### src/rtl/noc_packet_tx.sv
// NoC packet transmitter: emits a header word followed by tx_len payload words
// on an AXI4-Stream master, with registered outputs and transmit statistics.
module noc_packet_tx #(
    parameter int BW    = 32,
    parameter int XY_SZ = 3,
    parameter int LEN_W = 8
) (
    input  logic             clk_line,
    input  logic             clk_line_rst_low,
    input  logic [BW-1:0]    tile_coordinates_line,
    input  logic             tx_start,
    input  logic [XY_SZ-1:0] tx_dest_x,
    input  logic [XY_SZ-1:0] tx_dest_y,
    input  logic [LEN_W-1:0] tx_len,
    output logic             tx_busy,
    input  logic             pl_valid,
    output logic             pl_ready,
    input  logic [BW-1:0]    pl_data,
    output logic [BW-1:0]    stream_in_TDATA,
    output logic             stream_in_TVALID,
    output logic             stream_in_TLAST,
    input  logic             stream_in_TREADY,
    input  logic             tx_cnt_clr,
    output logic [BW-1:0]    txPacketCount,
    output logic [BW-1:0]    txByteCount
);

    typedef enum logic {IDLE, SEND} state_t;

    state_t           state, state_nxt;
    logic [LEN_W-1:0] remaining;
    logic             start, load, beat;
    logic             unused_tile;

    assign unused_tile = ^tile_coordinates_line[BW-1:8];

    function automatic logic [BW-1:0] build_header(
        input logic [XY_SZ-1:0] dx,
        input logic [XY_SZ-1:0] dy,
        input logic [7:0]       src,
        input logic [LEN_W-1:0] len
    );
        logic [BW-1:0] h;
        h = '0;
        h[XY_SZ-1:0]       = dx;
        h[2*XY_SZ-1:XY_SZ] = dy;
        h[15:8]            = src;
        h[16+LEN_W-1:16]   = len;
        return h;
    endfunction

    assign start = (state == IDLE) && tx_start;
    assign load  = pl_valid && pl_ready;
    assign beat  = stream_in_TVALID && stream_in_TREADY;

    always_ff @(posedge clk_line or negedge clk_line_rst_low) begin
        if (!clk_line_rst_low) state <= IDLE;
        else                   state <= state_nxt;
    end

    always_comb begin
        state_nxt = state;
        tx_busy   = 1'b0;
        pl_ready  = 1'b0;
        case (state)
            IDLE: begin
                if (tx_start) state_nxt = SEND;
            end
            SEND: begin
                tx_busy  = 1'b1;
                pl_ready = (remaining != '0) && (!stream_in_TVALID || stream_in_TREADY);
                if (beat && stream_in_TLAST) state_nxt = IDLE;
            end
            default: state_nxt = IDLE;
        endcase
    end

    // Output stream registers: a new load always wins over retiring the current beat.
    always_ff @(posedge clk_line or negedge clk_line_rst_low) begin
        if (!clk_line_rst_low) begin
            stream_in_TDATA  <= '0;
            stream_in_TVALID <= 1'b0;
            stream_in_TLAST  <= 1'b0;
            remaining        <= '0;
        end else if (start) begin
            stream_in_TDATA  <= build_header(tx_dest_x, tx_dest_y,
                                             tile_coordinates_line[7:0], tx_len);
            stream_in_TVALID <= 1'b1;
            stream_in_TLAST  <= (tx_len == '0);
            remaining        <= tx_len;
        end else if (load) begin
            stream_in_TDATA  <= pl_data;
            stream_in_TVALID <= 1'b1;
            stream_in_TLAST  <= (remaining == LEN_W'(1));
            remaining        <= remaining - LEN_W'(1);
        end else if (beat) begin
            stream_in_TVALID <= 1'b0;
        end
    end

    always_ff @(posedge clk_line or negedge clk_line_rst_low) begin
        if (!clk_line_rst_low) begin
            txPacketCount <= '0;
            txByteCount   <= '0;
        end else if (tx_cnt_clr) begin
            txPacketCount <= '0;
            txByteCount   <= '0;
        end else if (beat) begin
            txByteCount   <= txByteCount + BW'(4);
            txPacketCount <= txPacketCount + {{(BW-1){1'b0}}, stream_in_TLAST};
        end
    end

endmodule

### config.mk
export PLATFORM = sky130hd
export DESIGN_NAME = noc_packet_tx
export DESIGN_NICKNAME = d
export VERILOG_FILES = /design/src/rtl/noc_packet_tx.sv
export SDC_FILE = /design/constraint.sdc
export NUM_CORES = 1
export LEC_CHECK = 0
export CORE_ASPECT_RATIO = 1.5
export CORE_MARGIN = 5
export CORE_UTILIZATION = 51
export CTS_BUF_LIST = sky130_fd_sc_hd__clkbuf_4 sky130_fd_sc_hd__clkbuf_8
export DETAILED_ROUTE_END_ITERATION = 10
export PLACE_DENSITY = 0.89
export SLEW_MARGIN = 15
export SYNTH_ARGS = -nofsm -noshare
export SYNTH_HDL_FRONTEND = slang
export SYNTH_SLANG_ARGS = --single-unit
### constraint.sdc
create_clock -name clk_line -period 3.3 [get_ports clk_line]
set_input_delay 0.66 -clock clk_line [delete_from_list [all_inputs] [get_ports clk_line]]
set_output_delay 0.66 -clock clk_line [all_outputs]
set_load 0.02 [all_outputs]
Word level (Yosys, flattened, before mapping)
Index checks and enable logic that the tools add are counted.

operators by class
  equal/unequal tests = 1
  bitwise gates (word level) = 1
  mux-type cells = 18
  reductions and logical operators = 12
  $add $sub $neg = 3

operator list
  cell                     number
  $mux W32                 6
  $add A32 B1 Y32          1
  $add A32 B3 Y32 const B  1
  $mux W8                  2
  $mux W1                  9
  $eq A8 B1 Y1 const B     1
  $logic_not A8 Y1         1
  $reduce_bool A8 Y1       1
  $sub A8 B1 Y8 const B    1
  $logic_and A1 B1 Y1      5
  $reduce_bool A2 Y1       2
  $reduce_bool A3 Y1       1
  $pmux W1 S2              1
  $logic_not A1 Y1         1
  $logic_or A1 B1 Y1       1
  $not A1 Y1               1

word-level totals
  flip-flop bits (word level) = 107
  output and inout port bits = 100

Depth between registers and ports, before layout
Gate-level depths: netlist of run 1.

  depth after elaboration = 7
  gate-level depth with buffers = 8
  depth with buffers taken out = 6

Worst setup path after synthesis of run 1
Ideal clock, no wire load.

  path type = input port to flip-flop
  start = input port stream_in_TREADY
  end = register stream_in_TDATA[18]
  required time = 3.174 ns
  setup slack = 1.225 ns
  arrival time = 1.949 ns
  cell stages on the path = 5
  cells stage by stage = nor2b_1 a311oi_2 a21oi_1 buf_2 a221o_1

between the ends
  word-level cells in the longest chain between the ends = 5

ends and longest elaborated chain
  element                       RTL line  RTL
  start: declaration            22        input logic stream_in_TREADY,
  $logic_or A1 B1 Y1            71        pl_ready = (remaining != '0) && (!stream_in_TVALID || stream_in_TREADY);
  $logic_and A1 B1 Y1           71
  $mux W1                       65        case (state)
  named net pl_ready            17        output logic pl_ready,
  $logic_and A1 B1 Y1           53        assign load = pl_valid && pl_ready;
  $reduce_bool A2 Y1 (no line)  -
  end signal: assignment        86        stream_in_TDATA <= build_header(tx_dest_x, tx_dest_y,
  end signal: assignment        92        stream_in_TDATA <= pl_data;
  end: declaration              19        output logic [BW-1:0] stream_in_TDATA,

The timed path passes the listed nets, and every way through them passes these cells.
A chain may end at the register's enable or synchronous reset.

Worst setup path after layout of run 1
  start = input port stream_in_TREADY
  end = output port pl_ready

between the ends
  word-level cells in the longest chain between the ends = 3

ends and longest elaborated chain
  element              RTL line
  $logic_or A1 B1 Y1   71
  $logic_and A1 B1 Y1  71
  $mux W1              65
  end: declaration     17

Every way passes these cells.

==> results by stage, run 1 <==
STA:
- Adding up every negative setup slack in the final design gives 0 ps.
- The worst setup margin is 209 ps.
- The count of final hold-check violations was 0.
- Across all hold checks on the routed design, the worst slack comes to 310 ps.
- The count of final max-slew check failures is 0.
- Setup violations remaining at the end of the flow were counted as 0.
- For the pin with the worst max-slew slack, the measured transition is 1100 ps.
- The worst path in the final design needs a cycle of 3090 ps, including I/O delays and setup.
- Setup repair after global routing left no endpoint under its margin.
- The share of the clock period used by the worst path after layout is 93.7%.
- The worst slew slack as a fraction of its limit is 26.8%.
- The final worst clock skew is 15.0 ps.
- Timing would allow up to 323 MHz.

Synthesis:
- The Yosys warning count is 0.
- The share of synthesized registers carrying an async set or reset is 100%.
- Yosys mapped a number of flops with a built-in enable equal to 0.
- Ranked by instance count, the synthesized netlist is headed by 105 x dfrtp_1, 80 x nand2_1, 59 x nor2_1.
- The most used flip-flop cell after synthesis is dfrtp_1.
- Sequential cells were found to cover 50.1% of the synthesized design area.
- The adder-cell area share of the yosys netlist is 1.43%.
- The post-synthesis instance area is 5250 sq um.
- The dominant cell type by area after synthesis is dfrtp_1.
- The average instance in the mapped netlist occupies 9.70 sq um.
- The post-synthesis mux area share is 0.191%.
- In the synthesized netlist, the number of instances is 541.
- The area fraction in and, or, nand and nor cells after synthesis is 29.7%.
- The xor/xnor share of the synthesized area is 9.01%.
- The number of flip-flops and latches in the synthesized netlist is 105.
- By area the synthesized netlist is led by dfrtp_1 50%, nand2_1 5.7%, nand3_1 5.4%.
- By area, the combinational part of the netlist is dominated by simple AND/OR/NAND/NOR gates.
- The synthesized netlist devotes 5.60% of its cell area to compound gates.
- Among all cell types in the netlist, the one instantiated most often is dfrtp_1.
- The area fraction of the dominant cell type after synthesis is 50.1%.
- The number of distinct library cells after synthesis is 43.

Clock tree:
- The number of buffers added for setup after CTS is 0.
- The post-cts hold buffer count is 0.
- The total number of H-tree levels is 3.
- The later pin in the worst-skew pair is clocked with a latency of 380 ps.
- The cell at the root of the clock tree is clkbuf_8.
- The clock edge transition at the registers on the reported setup and hold paths is 110 ps.
- TritonCTS built the clock tree.
- Clock tree synthesis inserted a total of 9 buffers.
- The longest clock path from root to sink contains 2 buffers.
- The number of sinks handled by clock tree synthesis is 105.
- Once the clock tree was built, the resizer swapped 0 gates to a different size.

Global route:
- Entering global routing, the biggest net connects 63 pins.
- The first global-routing pass estimated 22,900 um of wire.
- The number of global-route vias before repair is 4,742.
- The initial antenna violation count came to 0.
- For this run the aggregate overflow at the end of global routing stands at 0.
- Global routing consumed, over all layers together, 22.8% of the routing resources.

Setup path:
- STA classifies the critical path startpoint as an input port.
- The endpoint identified for the worst register-to-register timing path is txPacketCount[27]$_DFFE_PN0N_.
- The nature of the critical path endpoint is an output pin.
- STA puts the critical path data arrival time at 2430 ps.
- Of all nets on the critical path, the largest fanout is 5.
- The setup path with the least slack is of type in -> out.
- For the worst flop-to-flop path, the logic depth is 5.
- The data required time at the worst endpoint is 2640 ps.
- In this run the critical register-to-register path is launched from txPacketCount[4]$_DFFE_PN0N_.
- The reg2reg setup slack is 990 ps.

Layout:
- Cells fill 70.1% of the core in the end.
- Compared with the post-synthesis result, the final layout area differs by 34.6%.
- The final layout net count is 779.
- The post-route netlist has 7.64% of its cells at a drive strength greater than 1.
- The count of filler cells inserted in the layout is 741.
- The antenna diode instance count is 0.

Routing:
- The pre-antenna-repair detailed-routing pass consisted of 5 iterations.
- After detailed routing, the average wire length per cell comes to 17.0 um.
- For this run, design rule violations remaining after detail routing come to 0.
- The average vias per placed instance is 5.68.
- The final wirelength is 13,800 um.
- In this run, the number of DRC markers left after iteration 0 of detailed routing was 162.
- The total via count after detailed routing is 4,605.
- The count of antenna-violating nets left after detailed routing is 0.

Pwr:
- IR analysis of the VDD net gives a maximum drop of 449 uV.
- Summed over all cells, the static leakage comes to 2.98 nW.
- The areal power density over the cells is 576 nW/um^2.
- The total net switching power is 1.52 mW.
- The internal power is 2.55 mW.
- In this run, the clock network consumes 18.4% of the power.
- The fraction of power spent switching nets is 37.3%.
- Of the total power, registers draw 42.8%.
- The fraction of power consumed by combinational cells is 38.8%.

Die:
- The floorplan has 45 rows.
- After floorplanning, the core was sized to cover 10,100 sq um.
- The starting density of the core is 52.1%.
- The width of the die is 92.8 um.
- The floorplan step set the die height to 134 um.
- The I/O pin total is 184.
- The floorplan die area is 12,500 sq um.

Status:
- The flow ran to the end, and the final reports show no timing, DRC or antenna violations.

Run:
- Max-cap violations in this run came to 0.

Min path:
- The path class of the tightest hold or removal check is in -> async.

Placement:
- The weighted congestion at the end of routability-driven global placement is 0.852.
- Detailed placement ended at an HPWL of 10,200 um.
- The worst setup timing slack at the placement stage is 263 ps.
- Port buffering added 157 buffers.
## power groups by stage
| stage | clock network (mW) | logic (mW) | registers (mW) |
|---|---|---|---|
| detailed placement | 0 | 1.57 | 1.76 |
| floorplan | 0 | 0.610 | 1.98 |
| global route | 0.822 | 1.71 | 1.78 |
| global placement | 0 | 1.53 | 1.75 |
| finish | 0.748 | 1.58 | 1.74 |
| CTS | 0.773 | 1.58 | 1.74 |
## layer usage
metal  part of all wire, %  track usage, %
met1                    38            25.7
met2                    52            39.8
met3                   8.2            7.01
met4                   2.1            8.96
met5                     0               0
## flip-flops by register name (all words and copies together), names as in the netlist
register,count
remaining,8
state,1
stream_in_TDATA,32
stream_in_TLAST,1
stream_in_TVALID,1
txByteCount,30
txPacketCount,32
## final cells by class
type	instances	area (sq um)	share of cell area, %
Clock buffer	10	131	1.86
Timing Repair Buffer	168	1650	23.3
Multi-Input combinational cell	394	2420	34.3
Sequential cell	105	2630	37.2
Clock inverter	6	51.3	0.726
Inverter	11	41.3	0.584
Tap cell	117	146	2.07
## cells in the final DEF, fill, tap and decap left out, types with 2 or more instances in the layout
master	count
clkdlybuf4s50_1	155
nand4_1	18
conb_1	2
nand4b_1	2
nor4_4	3
or3_1	6
inv_1	11
o21bai_1	2
nor4_2	10
xor2_1	26
nor3_2	2
nand2_1	80
nor2_1	59
and2_1	11
nor4b_2	2
nor3_1	12
and3_1	5
nor2b_1	3
a21oi_1	12
a221o_1	9
nand4b_2	2
nand3_1	57
xnor2_1	28
nor4_1	7
a211o_1	5
o21ai_0	6
dfrtp_1	105
and4_1	6
buf_4	12
clkbuf_8	9
ha_1	6
a21o_1	2
clkinv_4	3
## per-stage QoR
step | power, mW | std cells | area (sq um)
after floorplan | 2.59 | 542 | 5250
after global placement | 3.27 | 795 | 6880
after detailed placement | 3.33 | 795 | 6880
after CTS | 4.10 | 811 | 7060
after global routing | 4.31 | 811 | 7070
final | 4.07 | 811 | 7070
## worst max-delay path by stage
| stage | from | end | slack (ps) | depth (start not counted) |
|---|---|---|---|---|
| final | stream_in_TREADY | pl_ready | 210 | 4 |
| after global routing | stream_in_TREADY | pl_ready | 90 | 4 |
| after CTS | stream_in_TREADY | pl_ready | 250 | 4 |
| after detailed placement | stream_in_TREADY | pl_ready | 260 | 4 |
| after global placement | stream_in_TREADY | pl_ready | 290 | 4 |
| after floorplan | stream_in_TREADY | stream_in_TDATA[18]$_DFFE_PN0P_ | 1220 | 5 |
## worst max-delay path, stage by stage
cell and delay, ps:
clkdlybuf4s50_1 570, nor2b_1 100, a311oi_2 390, clkdlybuf4s50_1 710
## cell families (layout without fill, tap and decap cells)
family / Yosys count / in the layout
and+or+nand+nor: 290 / 290
DFF: 105 / 105
adders and majority gates: 6 / 6
muxes: 1 / 1
other: 1 / 2
xor gates and xnor gates: 54 / 54
AOI/OAI and AO/OA: 41 / 41
buffers and inverters: 43 / 195
Note: power is estimated with default switching activity, not from simulation.
==> inputs of run 2 (changes only) <==
--- a/config.mk
+++ b/config.mk
@@ -7,10 +7,9 @@
 export LEC_CHECK = 0
 export CORE_ASPECT_RATIO = 1.5
 export CORE_MARGIN = 5
-export CORE_UTILIZATION = 51
-export CTS_BUF_LIST = sky130_fd_sc_hd__clkbuf_4 sky130_fd_sc_hd__clkbuf_8
+export CORE_UTILIZATION = 49
 export DETAILED_ROUTE_END_ITERATION = 10
-export PLACE_DENSITY = 0.89
+export PLACE_DENSITY = 0.86
 export SLEW_MARGIN = 15
 export SYNTH_ARGS = -nofsm -noshare
 export SYNTH_HDL_FRONTEND = slang
==> run 2 against run 1 <==
- cell count rose by 3.6%
- hold slack improved by 59 ps
- sequential power barely moved
- via count fell by 1.0%
- routed wire length fell by 1.3%
- sequential share of layout area fell by 0.82 points
- largest power group unchanged
- count of clock-buffer cells in the layout rose by 1
- first-iteration DRC count rose by 13%
- critical path depth did not move
- combinational power barely moved
- clock skew fell by 5.8 ps
- fmax rose by 1.3%
==> results by stage, run 2 (same netlist as run 1, synthesis figures left out) <==
Clock tree:
- The clock tree buffer depth is 2.
- Clock-pin slew was measured on the worst setup and hold paths at 70 ps.
- The clock tree from TritonCTS is done.
- The TritonCTS buffer count is 9.
- The number of hold buffers added after CTS was 0.
- The number of gates resized after CTS was 0.
- In this run the clock root is driven by a clkbuf_16.
- The number of sinks handled by clock tree synthesis is 105.
- The later pin in the worst-skew pair is clocked with a latency of 340 ps.
- After clock tree synthesis, the setup repair step added 0 buffers.
- The total number of H-tree levels is 3.

Layout:
- The antenna diode instance count is 0.
- After filler insertion, the fill cell instance count of the layout stands at 835.
- The finished layout holds 840 standard cells, fillers aside.
- The top cell types in the final layout, fill and taps aside, are 155 x clkdlybuf4s50_1, 105 x dfrtp_1, 80 x nand2_1.
- In the final layout, the registers with the most flip-flops are stream_in_TDATA x32, txPacketCount x32, txByteCount x30.
- The final layout net count is 781.
- Of the cells placed in the final design, the portion with a size suffix greater than 1 is 7.61%.
- The library cell used most frequently in the layout, excluding fill and tap cells, is clkdlybuf4s50_1.
- The share of the core filled with cells is 68.6%.
- The area growth from synthesis to final layout is 37.7%.

Setup path:
- The arrival time at the worst endpoint is 2390 ps.
- In this run the number of cells on the critical path is 4.
- STA puts the critical path data required time at 2640 ps.
- The critical path goes through clkdlybuf4s50_1, nor2b_1, a311oi_2, clkdlybuf4s50_1.
- The worst setup path is of the in -> out kind.
- The critical register-to-register path startpoint is remaining[2]$_DFFE_PN0P_.
- Along the worst path, the maximum fanout reaches 5.
- The maximum cell stage delay along the critical path is 690 ps.
- In this design, the largest share of critical-path delay is due to buffers and inverters.
- The reg2reg setup slack is 1040 ps.
- Tracing the worst setup path back leads to its startpoint at stream_in_TREADY.
- The number of buffer and inverter instances along the worst setup path is 2.
- For this design, the slowest cell found on the critical path is clkdlybuf4s50_1.
- The startpoint kind of the worst setup timing path is an input port.
- Counting stages on the worst path, the most repeated cell is clkdlybuf4s50_1.
- The nature of the critical path endpoint is an output pin.
- The number of cells on the worst reg-to-reg path is 5.

Pwr:
- The leakage power figure is 3.04 nW.
- The areal power density over the cells is 606 nW/um^2.
- Across the VDD grid, the largest voltage drop is 456 uV.
- The post-layout total power is 4.38 mW.

Placement:
- Summed over all nets, the half-perimeter wirelength after detailed placement is 10,000 um.
- The congestion estimate from routability-driven global placement came to 0.847.
- In this run, placement finished with an instance count of 824.
- The worst setup timing slack at the placement stage is 263 ps.
- Input and output buffers added on the ports amount to 157.

Routing:
- For this block, the routed nets add up to 13,600 um of wire.
- The final routed DRC violation total is 0.
- The routed wirelength normalized by instance count is 16.2 um.
- The count of nets left with antenna violations once routing finished came out at 0.
- The DRC marker count from the first detailed-route iteration is 183.
- The final route contains 4,559 vias.
- In the routed layout, each cell is associated on average with a via count of 5.43.
- The first TritonRoute pass finished after 4 iterations.

STA:
- Setup repair after global routing left no endpoint under its margin.
- The worst slew slack as a fraction of its limit is 28.9%.
- The count of final hold-check violations is 0.
- The smallest clock period supported by the final layout is computed as 3050 ps.
- The count of final max-slew check failures is 0.
- Across the routed clock network, the largest skew measured is 9.28 ps.
- Setup violations remaining at the end of the flow were counted as 0.
- The worst setup margin is 249 ps.
- The slew at the pin closest to its max-slew limit is 1070 ps.
- The maximum clock frequency is 328 MHz.
- Of the available clock period, the critical path in the final layout requires 92.5%.
- The sum of negative setup slack is 0 ps.

Global route:
- Global routing used 21.9% of the available tracks.
- The number of global-route vias before repair came to 4,635.
- The largest net degree at the start of global routing is 63.
- The initial antenna violation count came to 0.
- The global-route wire length before repair is 22,500 um.
- The total overflow left after global routing is 0.

Die:
- The core region area is 10,500 sq um.
- In this run the core area contains 46 standard-cell rows.
- The die extent in y is 137 um.
- The width of the die is 94.5 um.
- The die covers 12,900 sq um.
- The starting density of the core is 49.8%.
- The I/O pin total is 184.

Status:
- The flow ran to the end, and the final reports show no timing, DRC or antenna violations.

Min path:
- The path type of the worst min-delay path is in -> async.

Run:
- The reported max-cap violation count is 0.
[run 2: cell types whose count changed in the layout (fill, tap and decap cells not counted), sizes merged]
cell,previous run,this run
buf,13,15
bufinv,0,1
clkbuf,10,11
clkinv,4,2
clkinvlp,0,2
inv,13,11
[run 2: path summary, 6_finish.rpt]
| path | to |
|---|---|
| hold reg to reg | stream_in_TDATA[27]$_DFFE_PN0P_ |
| hold / removal | txPacketCount[15]$_DFFE_PN0N_ |
| max in group asynchronous | remaining[5]$_DFFE_PN0P_ |
| min in group clk_line | stream_in_TDATA[27]$_DFFE_PN0P_ |
| setup / recovery | pl_ready |
| setup reg to reg | stream_in_TDATA[23]$_DFFE_PN0P_ |
[run 2: metal layers]
layer | vias up | wire length [um] | share of wire, % | GRT usage (%)
met5 | - | 0 | 0 | 0
met1 | 2229 | 5270 | 39 | 25.8
met4 | 0 | 237 | 1.7 | 7.62
met2 | 156 | 7130 | 52 | 38.6
li1 | 2158 | - | - | -
met3 | 16 | 1010 | 7.4 | 5.12
[run 2: power breakdown]
group	internal, mW	total, mW	switching (mW)
Clock	0.607	1.08	0.471
Sequential	1.54	1.73	0.191
Combinational	0.726	1.57	0.841
Total	2.88	4.38	1.50
[run 2: layout make-up]
cell class / count / area [sq um] / area share (%)
Clock inverter: 5 / 55.1 / 0.762
Clock buffer: 11 / 243 / 3.36
Timing Repair Buffer: 170 / 1660 / 23.0
Tap cell: 144 / 180 / 2.49
Multi-Input combinational cell: 394 / 2420 / 33.5
Sequential cell: 105 / 2630 / 36.4
Inverter: 11 / 41.3 / 0.571
[run 2: per-stage QoR]
step,instance area [sq um],hold WS (ps)
after floorplan,5250,364
final,7230,369
after global placement,6930,480
after global routing,7230,442
after detailed placement,6930,484
after CTS,7230,413
==> inputs of run 3 (changes only) <==
--- a/config.mk
+++ b/config.mk
@@ -9,7 +9,7 @@
 export CORE_MARGIN = 5
 export CORE_UTILIZATION = 49
 export DETAILED_ROUTE_END_ITERATION = 10
-export PLACE_DENSITY = 0.86
+export PLACE_DENSITY = 0.87
 export SLEW_MARGIN = 15
 export SYNTH_ARGS = -nofsm -noshare
 export SYNTH_HDL_FRONTEND = slang
==> run 3 against run 2 <==
- sequential power hardly changed
- non-clock buffer count is 1 lower
- routed wire length is 4.4% higher
- global-route usage is 1.1 points higher
- register-to-register slack worse by 40 ps
- critical path depth stayed put
- worst setup slack better by 54 ps
- clock skew hardly changed
- sequential cell count stayed put
- clock power hardly changed
- first-iteration DRC count is 6.0% higher
- cell count is 0.12% lower
- largest cell class unchanged
- largest power group unchanged
==> results by stage, run 3 (same netlist as run 1, synthesis figures left out) <==
Pwr:
- Across the VDD grid, the largest voltage drop is 524 uV.
- The leakage power figure is 3.05 nW.
- The areal power density over the cells is 610 nW/um^2.

STA:
- After layout, the minimum clock period comes to 3000 ps.
- Once routing completed, OpenROAD measured the worst setup slack at 303 ps.
- The sum of negative setup slack is 0 ps.
- The count of final max-slew check failures is 0.
- In this run the tightest slew margin relative to its limit is 25.8%.
- The share of the clock period used by the worst path after layout is 90.8%.
- The count of final hold-check violations is 0.
- Based on the critical path, the design can be clocked at up to 334 MHz.
- Setup repair after global routing left no endpoint under its margin.
- The number of endpoints failing setup at the final stage is 0.
- Between clock sinks in the finished design, the worst skew comes to 9.47 ps.
- The slew at the pin closest to its max-slew limit is 1110 ps.

Die:
- 184 I/O pins were placed.
- In this run the vertical extent of the chip is 137 um.
- The number of rows in the core area is 46.
- The die covers 12,900 sq um.
- The width of the die is 94.5 um.
- Once the floorplan was initialized, standard cells occupied 49.8% of the core.
- The core region area is 10,500 sq um.

Setup path:
- The reg2reg setup slack is 1000 ps.
- The largest fanout on the critical path is 5.
- The cell with the largest stage delay on the worst path is clkdlybuf4s50_1.
- The critical register-to-register path startpoint is remaining[2]$_DFFE_PN0P_.
- The cell type group with the largest total delay on the critical path is buffers and inverters.
- The most repeated library cell on the critical path is clkdlybuf4s50_1.
- In this run the critical register-to-register path is captured at remaining[5]$_DFFE_PN0P_.
- The nature of the critical path endpoint is an output pin.
- The maximum cell stage delay along the critical path is 680 ps.
- For the worst setup path, the data required time is 2640 ps.
- The worst setup path is launched from an input port.
- The worst setup path is of the in -> out kind.
- Together, buffers and inverters on the worst path number 2.
- Counting buffers and inverters, the worst setup path is 4 cells deep.
- Walking the worst path, the cells encountered are clkdlybuf4s50_1, nor2b_1, a311oi_2, clkdlybuf4s50_1.
- The first element of the critical path is stream_in_TREADY.
- The cell depth of the worst flop-to-flop path is 6.
- Following the worst setup path forward leads to its endpoint at pl_ready.
- At the worst endpoint, the arrival time is 2340 ps.

Layout:
- After the last flow step, the layout net total stands at 780.
- The layout cell share with drive strength beyond 1 is 7.63%.
- The number of non-filler instances in the completed layout is 839.
- In the layout the commonest cells are 155 x clkdlybuf4s50_1, 105 x dfrtp_1, 80 x nand2_1.
- The number of antenna diodes in the final layout is 0.
- In the final layout, the registers with the most flip-flops are stream_in_TDATA x32, txPacketCount x32, txByteCount x30.
- The count of filler cells inserted in the layout is 815.
- Leaving out fill and tap cells, the most frequent cell in the layout is clkdlybuf4s50_1.
- Compared with the post-synthesis result, the final layout area differs by 37.9%.

Clock tree:
- The number of buffers added for setup after CTS is 0.
- In this run the number of H-tree levels came out at 3.
- The post-cts repair resize count is 0.
- Counting along the longest clock path gives a buffer depth of 2.
- CTS placed an instance of clkbuf_16 at the clock tree root.
- The post-cts hold buffer count is 0.
- Clock tree synthesis inserted a total of 9 buffers.
- TritonCTS built the clock tree.
- Clock latency on the worst-skew pair, taken at its later pin, is 340 ps.
- After clock tree synthesis, the clock-pin slew on the worst setup and hold paths is 70 ps.
- The number of sinks handled by clock tree synthesis is 105.

Placement:
- After detailed placement, the design holds a cell count of 823.
- The half-perimeter wire length of the detailed placement result is 10,400 um.
- During placement, the flow inserted port buffers numbering 157.
- OpenSTA, run right after detailed placement, puts the worst setup slack at 319 ps.
- Routability-driven placement finished with a final weighted congestion of 0.821.

Global route:
- The first global-routing pass estimated 23,600 um of wire.
- Summed over all layers, the global routing overflow is 0.
- The number of global-route vias before repair is 4,824.
- The overall fraction of global-route tracks in use is 22.9%.
- The largest net degree at the start of global routing is 62.
- The initial antenna violation count came to 0.

Routing:
- In the routed layout, each cell is associated on average with a via count of 5.50.
- Signal routing reaches up to met4.
- In the routed design, unresolved DRC markers number 0.
- The final wirelength is 14,200 um.
- The met1 wire length is 5340 um.
- Summed over all nets, wire length on met3 after detailed routing comes to 867 um.
- In the final routed layout, each cell accounts on average for 17.0 um.
- The detailed route wirelength on metal2 is 7680 um.
- The detailed router finished its first iteration with 194 violations.
- The total via count after detailed routing is 4,611.
- The number of iterations in the first detailed-routing pass is 6.
- The detail route stage leaves a number of antenna-violating nets equal to 0.

Run:
- Across the run, the number of max-cap violations was 0.

Min path:
- The tightest min-delay check is of the in -> async type.

Status:
- The flow ran to the end, and the final reports show no timing, DRC or antenna violations.
run 3: worst min-delay path by stage:
stage | start | end | slack (ps) | depth (start not counted)
floorplan | clk_line_rst_low | remaining[0]$_DFFE_PN0P_ | 360 | 0
global placement | stream_in_TDATA[7]$_DFFE_PN0P_ | stream_in_TDATA[7]$_DFFE_PN0P_ | 480 | 2
detailed placement | stream_in_TDATA[25]$_DFFE_PN0P_ | stream_in_TDATA[25]$_DFFE_PN0P_ | 490 | 2
CTS | clk_line_rst_low | txByteCount[21]$_DFFE_PN0N_ | 390 | 1
global route | clk_line_rst_low | txByteCount[13]$_DFFE_PN0N_ | 420 | 1
finish | clk_line_rst_low | txByteCount[23]$_DFFE_PN0N_ | 360 | 1
run 3: stage by stage:
stage	instance area, sq um	total power, mW	util, %	hold WS (ps)
finish	7240	4.41	68.7	364
global placement	6930	3.29	65.8	479
CTS	7240	4.45	68.7	391
global route	7240	4.65	68.7	416
floorplan	5250	2.59	-	364
detailed placement	6930	3.35	65.8	487
run 3: report_power, final:
group	total, mW	internal [mW]	switching [mW]
Combinational	1.58	0.731	0.851
Clock	1.09	0.612	0.479
Sequential	1.74	1.54	0.197
run 3: layout make-up:
class	instances	area (sq um)	area share, %
multi-input cells	394	2420	33.4
flip-flops and latches	105	2630	36.3
clock inverters	6	66.3	0.916
well taps	144	180	2.49
clock buffers	10	239	3.30
repair buffers	169	1670	23.0
inverters	11	41.3	0.570
run 3: per-layer routing:
metal,track usage [%],vias up
li1,-,2158
met1,26.7,2265
met2,40.6,166
met3,5.28,22
met4,8.75,0
met5,0,-
run 3: worst reg2reg max path, cell delays in order, from the launching register on:
cell      delay [ps]
dfrtp_1          430
nor3_1           330
a311oi_2         190
a21oi_1          830
buf_4            280
a21oi_1           40
o21ai_1          130
